===== config.mk =====
export PLATFORM = sky130hd
export DESIGN_NAME = pipe_ctrl
export DESIGN_NICKNAME = d
export VERILOG_FILES = /design/src/rtl/pipe_ctrl_pkg.sv /design/src/rtl/pipe_ctrl_hazard_det.sv /design/src/rtl/pipe_ctrl.sv
export SDC_FILE = /design/constraint.sdc
export NUM_CORES = 1
export LEC_CHECK = 0
export BUFFER_PORTS_ARGS = -buffer_cell sky130_fd_sc_hd__buf_2
export CAP_MARGIN = 40
export CELL_PAD_IN_SITES_DETAIL_PLACEMENT = 2
export CELL_PAD_IN_SITES_GLOBAL_PLACEMENT = 2
export CORE_MARGIN = 2
export CORE_UTILIZATION = 34
export CTS_BUF_LIST = sky130_fd_sc_hd__clkbuf_16
export DETAILED_ROUTE_END_ITERATION = 10
export GPL_ROUTABILITY_DRIVEN = 0
export GPL_TIMING_DRIVEN = 0
export PLACE_DENSITY = 0.85
export SYNTH_ARGS = -nofsm -noshare
export SYNTH_HDL_FRONTEND = slang
export SYNTH_SLANG_ARGS = --single-unit

===== constraint.sdc =====
create_clock -name clk -period 5.75 [get_ports clk]
set_input_delay 0.8625 -clock clk [delete_from_list [all_inputs] [get_ports clk]]
set_output_delay 0.8625 -clock clk [all_outputs]
set_load 0.05 [all_outputs]

===== src/rtl/pipe_ctrl_pkg.sv =====
// Shared encodings and constants for the pipeline control block.
// REG_ADDR_WIDTH is taken from the shared defines when they are already loaded.
`ifndef REG_ADDR_WIDTH
`define REG_ADDR_WIDTH 5
`endif

package pipe_ctrl_pkg;

  localparam int unsigned REG_AW = `REG_ADDR_WIDTH;

  typedef enum logic [1:0] {
    StIdle   = 2'd0,
    StMcBusy = 2'd1,
    StFlush  = 2'd2
  } state_e;

  // Bit positions inside the stall vector, LSB first.
  localparam int unsigned STALL_PC  = 0;
  localparam int unsigned STALL_IF  = 1;
  localparam int unsigned STALL_ID  = 2;
  localparam int unsigned STALL_EX  = 3;
  localparam int unsigned STALL_MEM = 4;
  localparam int unsigned STALL_WB  = 5;

  localparam logic [5:0] STALL_LU   = 6'b000111;
  localparam logic [5:0] STALL_MC   = 6'b001111;
  localparam logic [5:0] STALL_NONE = 6'b000000;

endpackage


===== src/rtl/pipe_ctrl_hazard_det.sv =====
// Combinational load-use hazard compare between the EX load and the ID reads.
`ifndef REG_ADDR_WIDTH
`define REG_ADDR_WIDTH 5
`endif

module hazard_det
  import pipe_ctrl_pkg::*;
(
  input  logic              i_rd_en1,
  input  logic              i_rd_en2,
  input  logic [REG_AW-1:0] i_rd_addr1,
  input  logic [REG_AW-1:0] i_rd_addr2,
  input  logic              i_ex_load,
  input  logic              i_ex_wen,
  input  logic [REG_AW-1:0] i_ex_waddr,
  output logic              o_load_use
);

  logic w_src1_hit;
  logic w_src2_hit;
  logic w_ex_writes;

  always_comb begin
    // Register 0 is hard-wired, so a load targeting it never creates a hazard.
    w_ex_writes = i_ex_load & i_ex_wen & (i_ex_waddr != '0);
    w_src1_hit  = i_rd_en1 & (i_rd_addr1 == i_ex_waddr);
    w_src2_hit  = i_rd_en2 & (i_rd_addr2 == i_ex_waddr);
    o_load_use  = w_ex_writes & (w_src1_hit | w_src2_hit);
  end

endmodule


===== src/rtl/pipe_ctrl.sv =====
// Pipeline control: load-use stalls, multi-cycle op sequencing, flush and
// a saturating stall-cycle performance counter.
`ifndef REG_ADDR_WIDTH
`define REG_ADDR_WIDTH 5
`endif

module pipe_ctrl
  import pipe_ctrl_pkg::*;
#(
  parameter int unsigned MC_CNT_W = 6,
  parameter int unsigned STALL_W  = 6
) (
  input  logic                       clk,
  input  logic                       rst_n,
  input  logic                       id_rd_en1_in,
  input  logic                       id_rd_en2_in,
  input  logic [`REG_ADDR_WIDTH-1:0] id_rd_addr1_in,
  input  logic [`REG_ADDR_WIDTH-1:0] id_rd_addr2_in,
  input  logic                       ex_wen_in,
  input  logic                       ex_load_in,
  input  logic [`REG_ADDR_WIDTH-1:0] ex_waddr_in,
  input  logic                       ex_mc_start_in,
  input  logic [MC_CNT_W-1:0]        ex_mc_len_in,
  input  logic                       flush_req_in,
  output logic [STALL_W-1:0]         stall_out,
  output logic                       flush_out,
  output logic                       mc_busy_out,
  output logic                       mc_done_out,
  output logic [31:0]                stall_cnt_out
);

  state_e                r_state;
  state_e                w_state_d;
  logic [MC_CNT_W-1:0]   r_mc_cnt;
  logic [MC_CNT_W-1:0]   w_mc_cnt_d;
  logic [31:0]           r_stall_cnt;
  logic                  w_load_use;
  logic [STALL_WB:STALL_PC] w_stall;
  logic                  w_flush;
  logic                  w_busy;
  logic                  w_done;

  hazard_det u_hazard_det (
    .i_rd_en1   (id_rd_en1_in),
    .i_rd_en2   (id_rd_en2_in),
    .i_rd_addr1 (id_rd_addr1_in),
    .i_rd_addr2 (id_rd_addr2_in),
    .i_ex_load  (ex_load_in),
    .i_ex_wen   (ex_wen_in),
    .i_ex_waddr (ex_waddr_in),
    .o_load_use (w_load_use)
  );

  always_comb begin
    w_state_d  = r_state;
    w_mc_cnt_d = r_mc_cnt;
    w_stall    = STALL_NONE;
    w_flush    = 1'b0;
    w_busy     = 1'b0;
    w_done     = 1'b0;

    unique case (r_state)
      StIdle: begin
        if (w_load_use) begin
          w_stall = STALL_LU;
        end
        if (ex_mc_start_in) begin
          if (ex_mc_len_in > MC_CNT_W'(1)) begin
            w_mc_cnt_d = ex_mc_len_in - MC_CNT_W'(1);
            w_state_d  = StMcBusy;
          end else begin
            w_done = 1'b1;
          end
        end
      end
      StMcBusy: begin
        w_busy = 1'b1;
        if (r_mc_cnt <= MC_CNT_W'(1)) begin
          // Final cycle: release the pipeline while reporting completion.
          w_done     = 1'b1;
          w_mc_cnt_d = '0;
          w_state_d  = StIdle;
        end else begin
          w_stall    = STALL_MC;
          w_mc_cnt_d = r_mc_cnt - MC_CNT_W'(1);
        end
      end
      StFlush: begin
        w_flush   = 1'b1;
        w_state_d = StIdle;
      end
      default: begin
        w_state_d  = StIdle;
        w_mc_cnt_d = '0;
      end
    endcase

    // Flush wins everywhere; outputs still reflect the current state except done.
    if (flush_req_in) begin
      w_state_d  = StFlush;
      w_mc_cnt_d = '0;
      w_done     = 1'b0;
    end

    // Hold every output low while reset is asserted, independent of the clock.
    if (!rst_n) begin
      w_stall = STALL_NONE;
      w_flush = 1'b0;
      w_busy  = 1'b0;
      w_done  = 1'b0;
    end
  end

  always_ff @(posedge clk or negedge rst_n) begin
    if (!rst_n) begin
      r_state  <= StIdle;
      r_mc_cnt <= '0;
    end else begin
      r_state  <= w_state_d;
      r_mc_cnt <= w_mc_cnt_d;
    end
  end

  always_ff @(posedge clk or negedge rst_n) begin
    if (!rst_n) begin
      r_stall_cnt <= '0;
    end else if ((w_stall != STALL_NONE) && (r_stall_cnt != 32'hFFFF_FFFF)) begin
      r_stall_cnt <= r_stall_cnt + 32'd1;
    end
  end

  assign stall_out     = STALL_W'(w_stall);
  assign flush_out     = w_flush;
  assign mc_busy_out   = w_busy;
  assign mc_done_out   = w_done;
  assign stall_cnt_out = r_stall_cnt;

endmodule


Word level (Yosys, flattened, before mapping)
Index checks and enable logic that the tools add are counted.
- $add $sub $neg: 3
- $mul: 0
- div/mod/pow operators: 0
- magnitude comparators: 2
- equal/unequal tests: 9
- shifts and indexed selects: 0
- mux-type cells: 24
- bitwise gates (word level): 6
- reductions and logical operators: 6
- operators by type and width (cell ; number):
    32-bit by 1-bit adder with 32-bit output (second input constant) ; 1
    32-bit inequality test (second input constant) ; 1
    6-bit 2-to-1 mux ; 5
    6-bit one-hot mux with 3 select lines ; 1
    6-bit by 1-bit subtractor with 6-bit output (second input constant) ; 2
    5-bit equality test ; 2
    1-bit 2-to-1 mux ; 9
    3-bit inequality test (second input constant) ; 3
    2-bit 2-to-1 mux ; 4
    4-bit one-hot mux with 2 select lines ; 1
    6-bit by 1-bit greater-than comparator with 1-bit output (second input constant) ; 1
    6-bit by 1-bit less-or-equal comparator with 1-bit output (second input constant) ; 1
    3-bit AND reduction ; 2
    6-bit nonzero test ; 1
    1-bit bitwise AND ; 5
    5-bit nonzero test ; 1
    4-bit 2-to-1 mux ; 1
    2-bit one-hot mux with 2 select lines ; 1
    3-bit 2-to-1 mux ; 1
    2-bit by 1-bit equality test with 1-bit output (second input constant) ; 1
    2-bit equality test (second input constant) ; 1
    2-bit logical NOT ; 1
    2-bit inequality test (second input constant) ; 1
    1-bit one-hot mux with 2 select lines ; 1
    2 further kinds ; 2
- register bits: 40
- latch bits: 0
- bits in writable memories: 0
- memory bits (read-only): 0
- bits of input ports: 29
- output and inout port bits: 41
- logic and storage cells: 53
- memories kept: 0

Logic depth before layout (Yosys ltp)
Gate-level depths: netlist (run 1).
- depth after elaboration: 9
- mapped depth: 8
- depth with buffers taken out: 8

By module
Synthesis (run 1) repeated with hierarchy kept, for this count alone.
- cell total of the unflattened synthesis: 252
- area, all modules: 2394.8 um2
- by module, submodules not included (module ; instances ; cells an instance ; area an instance (um2) ; sequential area each (um2)):
    pipe_ctrl ; 1 ; 235 ; 2259.7 ; 1001.0
    hazard_det ; 1 ; 17 ; 135.1 ; 0.0

Least setup slack after synthesis (run 1)
No wires, ideal clock.
- path type: in2out
- start: input port rst_n
- end: output port stall_out[1]
- arrival: 2.672 ns
- required time: 4.888 ns
- path slack: 2.216 ns
- stages: 5
- buffers on the path: 2
- cell sequence: and2_1 and2_1 a21o_1 buf_2 buf_4
- word-level cells in the longest chain between the ends: 1
- ends and longest elaborated chain (item ; line ; RTL):
    start, declared ; pipe_ctrl.sv:14 ; input logic rst_n,
    6-bit 2-to-1 mux ; pipe_ctrl.sv:106 ; if (!rst_n) begin
    end, declared ; pipe_ctrl.sv:25 ; output logic [STALL_W-1:0] stall_out,
No other way between the ends.

Final worst setup path (run 1)
- start: register r_mc_cnt[0]
- end: output port stall_out[2]
- word-level cells in the longest chain between the ends: 4
- ends and longest elaborated chain (item ; line ; RTL):
    start, declared ; pipe_ctrl.sv:34 ; logic [MC_CNT_W-1:0] r_mc_cnt;
    start signal, assigned ; pipe_ctrl.sv:120 ; r_mc_cnt <= w_mc_cnt_d;
    6-bit by 1-bit less-or-equal comparator with 1-bit output ; pipe_ctrl.sv:78 ; if (r_mc_cnt <= MC_CNT_W'(1)) begin
    4-bit 2-to-1 mux ; pipe_ctrl.sv:78 ;
    4-bit one-hot mux with 2 select lines ; pipe_ctrl.sv:62 ; unique case (r_state)
    6-bit 2-to-1 mux ; pipe_ctrl.sv:106 ;
No other way between the ends.

==> metrics.md, run 1 <==
| Metric | Value |
|---|---|
| Setup violators final | 0 |
| Detailed-route via count | 2198 |
| Hold crit path type | flop to flop |
| Placed cell count | 409 |
| Synth warn | 0 |
| Crit path launch type | flop |
| Clock buffer count from CTS | 5 |
| GRT Resource Usage Total | 21.1% |
| Leak | 1.54 nW |
| Die H | 88.5 microns |
| Post-CTS Hold Buffers | 0 |
| VDD IR max | 0.105 mV |
| Root buffer cell | clkbuf_16 |
| Mapped Cells | 244 |
| Gr ovfl total | 0 |
| Skew-Pair Late Insertion Delay | 0.29 ns |
| Die Span X | 88.5 microns |
| WP data arrival | 2.69 ns |
| Clock transition at path regs | 0.06 ns |
| Top post-synthesis cells by area | dfrtp_1 41%, xnor2_1 16%, nand4_1 5.2%, and3_1 4.1%, nand3_1 3.1% |
| Top cell type's share of synthesized area | 41.3% |
| Nets | 354 |
| Max cap viols | 0 |
| PD cells | 237 mW/mm^2 |
| Critical-path maximum fanout | 12 |
| H-tree Lvls | 2 |
| Final Skew | 0.00861 ns |
| Fmax | 281 MHz |
| Delay-heaviest family, CP | buffers and inverters |
| Post-synth EDFFs | 0 |
| Setup CP Type | flop to output pin |
| First-pass DRT Iterations | 4 |
| Total power after layout | 0.726 mW |
| RSZ-0062 raised after global routing | false |
| Worst path bufs/invs | 4 |
| Status | completed |
| Worst Tran Pin Value | 0.777 ns |
| Dpl hpwl | 5.59 mm |
| Initial Util | 35.5% |
| Final hold vios | 0 |
| Final std cells w/o fill | 417 |
| Post-synthesis sequential area ratio | 41.3% |
| WL final | 7.59 mm |
| CP dominant cell by count | buf_2 |
| Final Core Density | 44.9% |
| Detailed Route Iter0 Violations | 93 |
| Routed Antenna Nets | 0 |
| First-pass GRT wire length | 12.7 mm |
| Mean Syn Cell Area | 9.94 sq um |
| Setup Total Neg Slack | 0 ns |
| Most common cell after layout, fill and taps aside | buf_2 |
| Final period util | 61.8% |
| I/O pins | 70 |
| FF-to-FF Start | r_mc_cnt[0]$_DFFE_PN0P_ |
| Via density per instance | 5.27 |
| Fill cells | 772 |
| Port bufs | 67 |
| TritonCTS clock tree | done |
| Antenna cells | 0 |
| Relative slew slack | 47.8% |
| Die area | 0.00782 sq mm |
| Post-cts sizing count | 0 |
| Share of cells above drive strength 1 | 31.8% |
| Largest net degree at the start of global routing | 28 |
| Core area | 0.00683 sq mm |
| Area leader, netlist | dfrtp_1 |
| Row Count | 30 |
| Crit. Startpoint | r_mc_cnt[0]$_DFFE_PN0P_ |
| Ys async rst share | 100% |
| Clock Sinks | 40 |
| Post-route minimum period | 3.55 ns |
| Critical path, cell by cell | inv_1 -> ha_1 -> o21ai_0 -> and2_1 -> a21o_1 -> buf_2 -> buf_4 -> buf_2 |
| Vias in the first global route | 2456 |
| Post-synthesis register bit count | 40 |
| Fin. max-slew vios | 0 |
| DRC | 0 |
| Yosys cell types | 43 |
| Syn-to-layout area delta | 26.5% |
| Post-CTS setup buffers | 0 |
| WL per Instance | 18.2 microns |
| Min-delay src | stall_cnt_out[28]$_DFFE_PN0P_ |
| Post-Syn Area | 0.00242 sq mm |
| CP Data Required Time | 4.89 ns |
| Crit path capture type | output pin |
| Initial antenna violation count | 0 |
| Slowest Stage Delay on Critical Path | 0.51 ns |
| Most frequent cells in the layout | 71 x buf_2, 45 x xnor2_1, 40 x dfrtp_1 |
| Crit-path slowest cell | o21ai_0 |
| Maximum clock path buffer count | 2 |
| Top_reg_cell synth | dfrtp_1 |
==> synth_stat cells (5+ instances only) <==
library cell	count
nand4_1	20
ha_1	5
and3_1	16
nor2_1	10
o21ai_0	7
nand3_1	15
inv_1	6
nand2_1	11
xnor2_1	45
dfrtp_1	40
nor3_1	5
o22ai_1	6
==> flip-flops by register name, indices dropped and copies added (netlist names) <==
signal	flops
stall_cnt_out	32
r_mc_cnt	6
r_state	2
==> layout make-up <==
class                      count  area (sq um)  area share (%)
buffer                        12          87.6            2.85
clock buffer                   5           125            4.08
clock inverter                 3          38.8            1.26
inverter                       6          22.5           0.734
multi-input combinational    187          1320            42.9
sequential                    40          1000            32.6
tap                           96           120            3.92
timing repair buffer          68           355            11.6
==> kinds of logic after synthesis <==
family / Yosys count / share of synthesized area (%)
multiplexers: 1 / 0.619
buffers and inverters: 18 / 4.54
other: 1 / 0.155
XOR/XNOR: 46 / 16.6
AND/OR/NAND/NOR: 108 / 27.7
flip-flops: 40 / 41.3
adder cells (fa/ha/maj): 5 / 2.58
AO/OA/AOI/OAI: 25 / 6.50
==> per-stage QoR <==
step | setup WS [ns] | hold WS, ns | cell area (sq um)
after CTS | 2.23 | 0.491 | 3070
after global routing | 2.08 | 0.518 | 3070
after global placement | 1.90 | 0.473 | 2880
after detailed placement | 2.33 | 0.479 | 2900
final | 2.20 | 0.484 | 3070
after floorplan | 2.22 | 0.517 | 2430
==> path summary, 6_finish.rpt <==
check / slack [ns] / endpoint / cells after the start
worst min-delay path: 0.48 / stall_cnt_out[28]$_DFFE_PN0P_ / 1
worst min register to register: 0.48 / stall_cnt_out[28]$_DFFE_PN0P_ / 1
worst max-delay path: 2.20 / stall_out[2] / 8
min in group asynchronous: 0.50 / stall_cnt_out[10]$_DFFE_PN0P_ / 1
max in group asynchronous: 4.77 / stall_cnt_out[25]$_DFFE_PN0P_ / 2
worst max register to register: 3.25 / r_mc_cnt[4]$_DFFE_PN0P_ / 7
==> where the power goes <==
| group | internal (mW) | leakage (nW) | total [mW] | switching (mW) |
|---|---|---|---|---|
| clock network | 0.203 | 0.0850 | 0.319 | 0.116 |
| registers | 0.289 | 0.553 | 0.300 | 0.0110 |
| logic | 0.0379 | 0.898 | 0.107 | 0.0691 |
| total | 0.530 | 1.54 | 0.726 | 0.196 |
==> routing by layer <==
metal  part of all wire (%)  global-route usage, %
met5                      0                      0
met2                     50                   36.8
met4                    1.1                   4.68
met3                    4.3                   4.20
met1                     44                   27.1
(Power assumes the default switching activity.)
==> inputs of run 2 (changes only) <==
Settings changed: CORE_UTILIZATION 34 to 28, PLACE_DENSITY 0.85 to 0.75.
Clock period 5.75 ns to 3.2 ns, I/O delays scaled along.
==> run 2 against run 1 <==
Compared with the run above:
- cell count is 2.2% higher
- sequential share of layout area hardly changed
- final area hardly changed
- global-route usage is 4.9 points lower
- critical path type unchanged
- highest routed layer unchanged
==> metrics.md, run 2 (synthesis gave the netlist of run 1 again) <==
| Metric | Value |
|---|---|
| Final period util | 93.0% |
| Dpl cell area | 0.00292 sq mm |
| TritonCTS clock tree | done |
| Detailed Route Iter0 Violations | 47 |
| Die H | 97.1 microns |
| Fin. max-slew vios | 0 |
| Syn-to-layout area delta | 26.5% |
| Critical path, cell by cell | inv_1 -> ha_1 -> o21ai_1 -> and2_1 -> a21o_1 -> buf_2 -> buf_4 -> buf_2 |
| RSZ-0062 raised after global routing | false |
| Final Skew | 0.00837 ns |
| Clock transition at path regs | 0.06 ns |
| Crit path capture type | output pin |
| First-pass GRT wire length | 12.4 mm |
| Core area | 0.00830 sq mm |
| Antenna cells | 0 |
| Crit path launch type | flop |
| Most common cell after layout, fill and taps aside | buf_2 |
| Largest register FFs | 32 |
| Post-route minimum period | 2.98 ns |
| Critical-path maximum fanout | 12 |
| Die Span X | 97.1 microns |
| Most frequent cells in the layout | 71 x buf_2, 45 x xnor2_1, 40 x dfrtp_1 |
| Share of cells above drive strength 1 | 32.1% |
| CP Data Required Time | 2.72 ns |
| Gr ovfl total | 0 |
| Final hold vios | 0 |
| Dpl hpwl | 5.52 mm |
| Row Count | 33 |
| Worst Tran Pin Value | 0.697 ns |
| Clock buffer count from CTS | 5 |
| Slowest Stage Delay on Critical Path | 0.39 ns |
| Leak | 1.53 nW |
| Largest net degree at the start of global routing | 24 |
| WP data arrival | 2.50 ns |
| Initial antenna violation count | 0 |
| Nets | 354 |
| Via density per instance | 5.08 |
| Initial Util | 29.2% |
| Status | completed |
| Setup Total Neg Slack | 0 ns |
| Relative slew slack | 53.2% |
| Detailed-route via count | 2166 |
| DRC | 0 |
| Clock Sinks | 40 |
| H-tree Lvls | 2 |
| Root buffer cell | clkbuf_16 |
| Max cap viols | 0 |
| First-pass DRT Iterations | 4 |
| Routed Antenna Nets | 0 |
| Fill cells | 940 |
| Crit-path slowest cell | dfrtp_1 |
| PD cells | 396 mW/mm^2 |
| Post-CTS Hold Buffers | 0 |
| Die area | 0.00942 sq mm |
| Maximum clock path buffer count | 2 |
| Setup violators final | 0 |
| I/O pins | 70 |
| Total power after layout | 1.22 mW |
| WL final | 7.06 mm |
| Skew-Pair Late Insertion Delay | 0.29 ns |
| CP dominant cell by count | buf_2 |
| VDD IR max | 0.201 mV |
| Fmax | 336 MHz |
| Port bufs | 67 |
| Setup CP Type | flop to output pin |
| Vias in the first global route | 2418 |
| GRT Resource Usage Total | 16.2% |
| Hold crit path type | input port to async pin |
| Design area | 0.00307 sq mm |
| WL per Instance | 16.6 microns |
-- run 2: final cells by class --
class                   instances  area (sq um)  share of cell area [%]
inverters                       6          22.5                   0.734
well taps                     105           131                    4.28
multi-input cells             187          1320                    43.0
plain buffers                  12          87.6                    2.86
clock buffers                   5           125                    4.08
flip-flops and latches         40          1000                    32.6
repair buffers                 68           363                    11.8
clock inverters                 3          18.8                   0.612
-- run 2: routing by layer --
| layer | track usage, % | vias to the layer above | part of all wire, % |
|---|---|---|---|
| li1 | - | 1021 | - |
| met1 | 21.2 | 1091 | 46 |
| met2 | 26.8 | 47 | 48 |
| met3 | 3.17 | 7 | 4.0 |
| met4 | 5.20 | 0 | 1.4 |
| met5 | 0 | - | 0 |
-- run 2: what timing repair did --
item,4_1_cts,5_1_grt
gates resized for setup,0,1
endpoints found under the setup margin,0,3
buffers inserted,0,0
-- run 2: path summary, 6_finish.rpt --
| kind | from | end | slack (ns) | depth (start not counted) |
|---|---|---|---|---|
| setup / recovery | r_mc_cnt[0]$_DFFE_PN0P_ | stall_out[2] | 0.22 | 8 |
| max in group asynchronous | rst_n | stall_cnt_out[1]$_DFFE_PN0P_ | 2.54 | 2 |
| hold / removal | rst_n | stall_cnt_out[16]$_DFFE_PN0P_ | 0.16 | 1 |
| hold reg to reg | stall_cnt_out[28]$_DFFE_PN0P_ | stall_cnt_out[28]$_DFFE_PN0P_ | 0.49 | 1 |
| min in group clk | flush_req_in | r_state[0]$_DFFE_PN0P_ | 0.44 | 2 |
| setup reg to reg | stall_cnt_out[0]$_DFFE_PN0P_ | stall_cnt_out[1]$_DFFE_PN0P_ | 0.79 | 8 |
-- run 2: per-stage QoR --
| step | worst slack, ns | hold slack, ns | std cells | util, % |
|---|---|---|---|---|
| 6_report | 0.224 | 0.160 | 426 | 37.0 |
| 5_1_grt | 0.0548 | 0.195 | 426 | 37.0 |
| 4_1_cts | 0.0120 | 0.176 | 426 | 37.0 |
| 3_5_place_dp | 0.338 | 0.481 | 418 | 35.2 |
| 3_3_place_gp | 0.0610 | 0.474 | 417 | 34.9 |
| 2_1_floorplan | 0.278 | 0.184 | 245 | - |
-- run 2: report_power, final --
part / switching, mW / internal (mW) / leakage [nW]
Combinational: 0.119 / 0.0697 / 0.901
Sequential: 0.0160 / 0.520 / 0.553
Clock: 0.204 / 0.287 / 0.0736
Total: 0.338 / 0.877 / 1.53
-- run 2: worst max-delay path, delay by kind of cell, from the launching register on --
kind | cells | cell delay (ns)
compound gates | 2 | 0.57
fa+ha+maj | 1 | 0.25
buf+inv | 4 | 0.79
flops | 1 | 0.39
simple gates | 1 | 0.20
